File: config.mk
export PLATFORM = sky130hd
export DESIGN_NAME = glyph_blitter
export DESIGN_NICKNAME = d
export VERILOG_FILES = /design/src/rtl/glyph_blitter.sv
export SDC_FILE = /design/constraint.sdc
export NUM_CORES = 1
export LEC_CHECK = 0
export BUFFER_PORTS_ARGS = -buffer_cell sky130_fd_sc_hd__buf_2
export CAP_MARGIN = 10
export CORE_ASPECT_RATIO = 0.9
export CORE_MARGIN = 4
export CORE_UTILIZATION = 35
export CTS_CLUSTER_SIZE = 16
export DETAILED_ROUTE_END_ITERATION = 16
export GPL_TIMING_DRIVEN = 0
export PLACE_DENSITY = 0.56
export SYNTH_ARGS = -nofsm -noshare
export SYNTH_HDL_FRONTEND = slang
export SYNTH_SLANG_ARGS = --single-unit
File: constraint.sdc
create_clock -name clk -period 1.8 [get_ports clk]
set_input_delay 0 -clock clk [delete_from_list [all_inputs] [get_ports clk]]
set_output_delay 0 -clock clk [all_outputs]
set_load 0.05 [all_outputs]
File: src/rtl/glyph_blitter.sv
// Glyph blitter: expands one 8x8 font glyph into a stream of 64 pixels,
// fetching each glyph line from an external combinational font lookup.
module glyph_blitter #(
  parameter int unsigned COLS = 80,
  parameter int unsigned ROWS = 60
) (
  input  logic       clk,
  input  logic       rst_n,
  input  logic       req_valid,
  output logic       req_ready,
  input  logic [7:0] req_ascii,
  input  logic [6:0] req_col,
  input  logic [5:0] req_row,
  output logic [7:0] font_ascii,
  output logic [3:0] font_line,
  input  logic [7:0] font_row,
  output logic       px_valid,
  input  logic       px_ready,
  output logic [9:0] px_x,
  output logic [8:0] px_y,
  output logic       px_on,
  output logic       busy,
  output logic       done,
  output logic       done_err
);

  typedef enum logic [1:0] {IDLE, FETCH, SHIFT} state_t;

  state_t     state;
  logic [7:0] code_q;
  logic [6:0] col_q;
  logic [5:0] row_q;
  logic [2:0] line_q;
  logic [2:0] bit_q;
  logic [7:0] shreg;
  logic       req_oob;
  logic       px_fire;

  assign req_oob = (32'(req_col) >= COLS) || (32'(req_row) >= ROWS);
  assign px_fire = (state == SHIFT) && px_ready;

  // Outputs are plain decodes of registers, so they hold still across any stall.
  assign req_ready  = (state == IDLE);
  assign busy       = (state != IDLE);
  assign px_valid   = (state == SHIFT);
  assign px_on      = shreg[7];
  assign px_x       = {col_q, bit_q};
  assign px_y       = {row_q, line_q};
  assign font_ascii = (state == FETCH) ? code_q : 8'h00;
  assign font_line  = (state == FETCH) ? {1'b0, line_q} : 4'h0;

  always_ff @(posedge clk or negedge rst_n) begin
    if (!rst_n) begin
      state    <= IDLE;
      code_q   <= 8'h00;
      col_q    <= 7'd0;
      row_q    <= 6'd0;
      line_q   <= 3'd0;
      bit_q    <= 3'd0;
      shreg    <= 8'h00;
      done     <= 1'b0;
      done_err <= 1'b0;
    end else begin
      // NOTE: non-blocking assignments here so every register samples
      // pre-edge values; blocking would make order of statements matter.
      done     <= 1'b0;
      done_err <= 1'b0;
      case (state)
        IDLE: begin
          if (req_valid) begin
            code_q <= req_ascii[7] ? 8'h3F : req_ascii;
            col_q  <= req_col;
            row_q  <= req_row;
            line_q <= 3'd0;
            bit_q  <= 3'd0;
            if (req_oob) begin
              done     <= 1'b1;
              done_err <= 1'b1;
            end else begin
              state <= FETCH;
            end
          end
        end
        FETCH: begin
          shreg <= font_row;
          bit_q <= 3'd0;
          state <= SHIFT;
        end
        SHIFT: begin
          if (px_fire) begin
            shreg <= {shreg[6:0], 1'b0};
            bit_q <= bit_q + 3'd1;
            if (bit_q == 3'd7) begin
              if (line_q == 3'd7) begin
                state <= IDLE;
                done  <= 1'b1;
              end else begin
                line_q <= line_q + 3'd1;
                state  <= FETCH;
              end
            end
          end
        end
        default: state <= IDLE;
      endcase
    end
  end

endmodule

==> metrics.cfg <==
[outcome]
status = complete, no violations

[job]
drv_cap = 0

[timing]
setup_viol = 0
period_minus_slack_ps = 1698
setup_ws_ps = 101.5
skew_ps = 4.171
hold_ws_ps = 18.07
fin_setup_tns_ps = 0
rsz0062_at_grt = no
relSlewSlack_pct = 44.07
final-hold-violation-count = 0
post-route-period-util_pct = 94.36
worstMarginPinSlew_ps = 838.9
drv_slew = 0
clock.fmax_mhz = 588.8

[layout]
fin_nets = 313
syn2layout_area_growth_pct = 42.21
num-fill-cells = 497
diodes = 0
drive_gt1_share_pct = 37.91

[logic_synthesis]
yosys.cell_count.top_type = dfrtp_1
syn_inst = 178
synthTopCellsByCount = 38 x dfrtp_1, 19 x nand2_1, 15 x nor2_1
synthMuxAreaShare_pct = 8.946
synth_top_family_by_area = simple AND/OR/NAND/NOR gates
synthArstFlopShare_pct = 100.0
yosys_warnings = 0
synth_seq_cells = 38
ys_seq_area_share_pct = 50.36
synth_top_cell_area_share_pct = 50.36
synthAdderAreaFrac_pct = 2.651
syn_area_mm2 = 0.001888
synthXorXnorAreaFrac_pct = 0
synth_compound_area_share_pct = 14.12
synth_area_leaders = dfrtp_1 50%, mux2_4 4.8%, mux2_2 4.2%, nand2_1 3.8%, nor2b_1 3.3%
synthSimpleGateAreaFrac_pct = 18.09
ys.flop_type = dfrtp_1
syn_area_per_cell_um2 = 10.61
synth_enable_flop_cells = 0
ys_types = 35
synth_top_area_cell = dfrtp_1

[clock_tree]
path_clk_slew_ps = 80
cts_tree = done
cts-root-buf = clkbuf_8
clock_path_buffers = 2
cts.sink_count = 38
htree_num_levels = 2
cts_made_buffers = 5
clock_latency_ps = 290

[routing]
num_vias = 1656
viasPerCell = 4.814
drt_iter0_markers = 69
ant_nets = 0
dr.pass1.iters = 4
drcViolationCount = 0
wl_per_cell_um = 13.61
drt_wl_total_um = 4683

[grt]
grt_pass1_vias = 1670
grt_pass1_wl_um = 7886
antenna_found_initial = 0
overflow = 0
grt_max_degree = 39
grtUsageTotal_pct = 15.00

[critical_path]
worstPathArrival_ps = 1700
crit_fanout = 10
reg2regPathDepth = 5
cp.required_ps = 1800
crit_path_start_kind = flop
path_class = reg -> out
cp-end-kind = output pin

[die]
rows = 25
design.die.area_mm2 = 0.006635
fp.dieW_um = 85.42
io_pins = 70
initial_utilization_pct = 35.93
coreArea_mm2 = 0.005255
die_y_um = 77.68

[power]
p_per_area_mw_per_mm2 = 1801
leakage_nw = 1.339
peakVddDrop_mv = 0.8528

[worst_hold_path]
hp-class = in -> reg
whs_path_depth = 3

[placement]
place.gp.congestion = 0.7935
place_hpwl_um = 3273
portBuffers = 67
dp_slack_ps = 101.6

## worst max-delay path: stages (launching register included)
cell and delay [ps]:
dfrtp_1 420, clkbuf_2 220, buf_6 190, or2_2 290, inv_1 50, buf_2 250
## where the power goes
part           leakage (nW)  total [W]  internal, W  switching (W)
sequential            0.452    0.00146      0.00123       0.000230
clock                0.0683   0.000869     0.000555       0.000314
combinational         0.818    0.00251     0.000817        0.00169
total                  1.34    0.00484      0.00260        0.00224
## logic make-up after synthesis
group	after synthesis
compound gates	39
other cells	1
simple gates	67
mux	13
buf+inv	16
fa+ha+maj	4
flops	38
## metrics by stage
stage,cells,power [W],cell area [um2],utilization (%)
after floorplan,179,0.003367,1893,-
after global placement,313,0.003914,2312,44.00
after detailed placement,313,0.003954,2312,44.00
after CTS,343,0.004878,2673,50.86
after global routing,344,0.005142,2685,51.10
final,344,0.004836,2685,51.10
## layout by cell type (no fill, tap or decap), types with 2 or more instances in the layout
master | Yosys | layout
clkbuf_1 | 2 | 2
conb_1 | 1 | 2
o211a_1 | 2 | 2
buf_2 | 3 | 70
buf_4 | 3 | 4
bufinv_16 | 0 | 2
nand2b_1 | 3 | 3
buf_6 | 4 | 4
mux2_4 | 6 | 6
a32oi_1 | 2 | 2
dfrtp_1 | 38 | 37
nor2_1 | 15 | 15
clkbuf_8 | 0 | 5
mux2_2 | 7 | 7
a211oi_1 | 8 | 8
inv_1 | 3 | 3
nand3_1 | 4 | 4
a31oi_1 | 7 | 7
nand2_1 | 19 | 19
a221o_1 | 2 | 2
dlygate4sd3_1 | 0 | 22
o21ai_0 | 5 | 5
ha_1 | 4 | 4
and2_1 | 9 | 9
a21oi_1 | 9 | 9
nor2b_1 | 10 | 9
## path summary, 6_finish.rpt
kind                              from         to  slack, ps
setup / recovery              state[0]  req_ready        100
hold / removal             font_row[7]   shreg[7]         20
setup reg to reg             line_q[0]  line_q[1]        110
hold reg to reg               row_q[5]   row_q[5]        500
max in group asynchronous        rst_n  line_q[0]        870
min in group asynchronous        rst_n   shreg[6]        350
## routing by layer
| layer | track usage [%] | wire, um | vias up |
|---|---|---|---|
| met5 | 0 | 0 | - |
| met1 | 19.66 | 2032 | 779 |
| met3 | 3.079 | 275 | 2 |
| met4 | 4.747 | 29 | 0 |
| li1 | - | - | 821 |
| met2 | 24.77 | 2345 | 54 |
## area by class of cell
class	instances	area, um2	area share, %
Tap cell	67	83.83	3.122
Clock inverter	3	68.82	2.563
Timing Repair Buffer	90	563.0	20.97
Buffer	13	95.09	3.541
Multi-Input combinational cell	125	842.1	31.36
Sequential cell	38	952.2	35.46
Inverter	3	11.26	0.4194
Clock buffer	5	68.82	2.563
## state kept, by name, indices dropped and copies added (netlist names)
signal,cells
bit_q,3
code_q,7
col_q,7
done,1
done_err,1
line_q,3
row_q,6
shreg,8
state,2
## what timing repair did
action                                  4_1_cts  5_1_grt
hold buffers                                 22        0
setup buffers                                 0        1
resized for setup                             1        1
endpoints found under the hold margin        59        0
endpoints found under the setup margin        9       10
cloned                                        0        0
No activity file was read; power rests on OpenSTA's default activity.
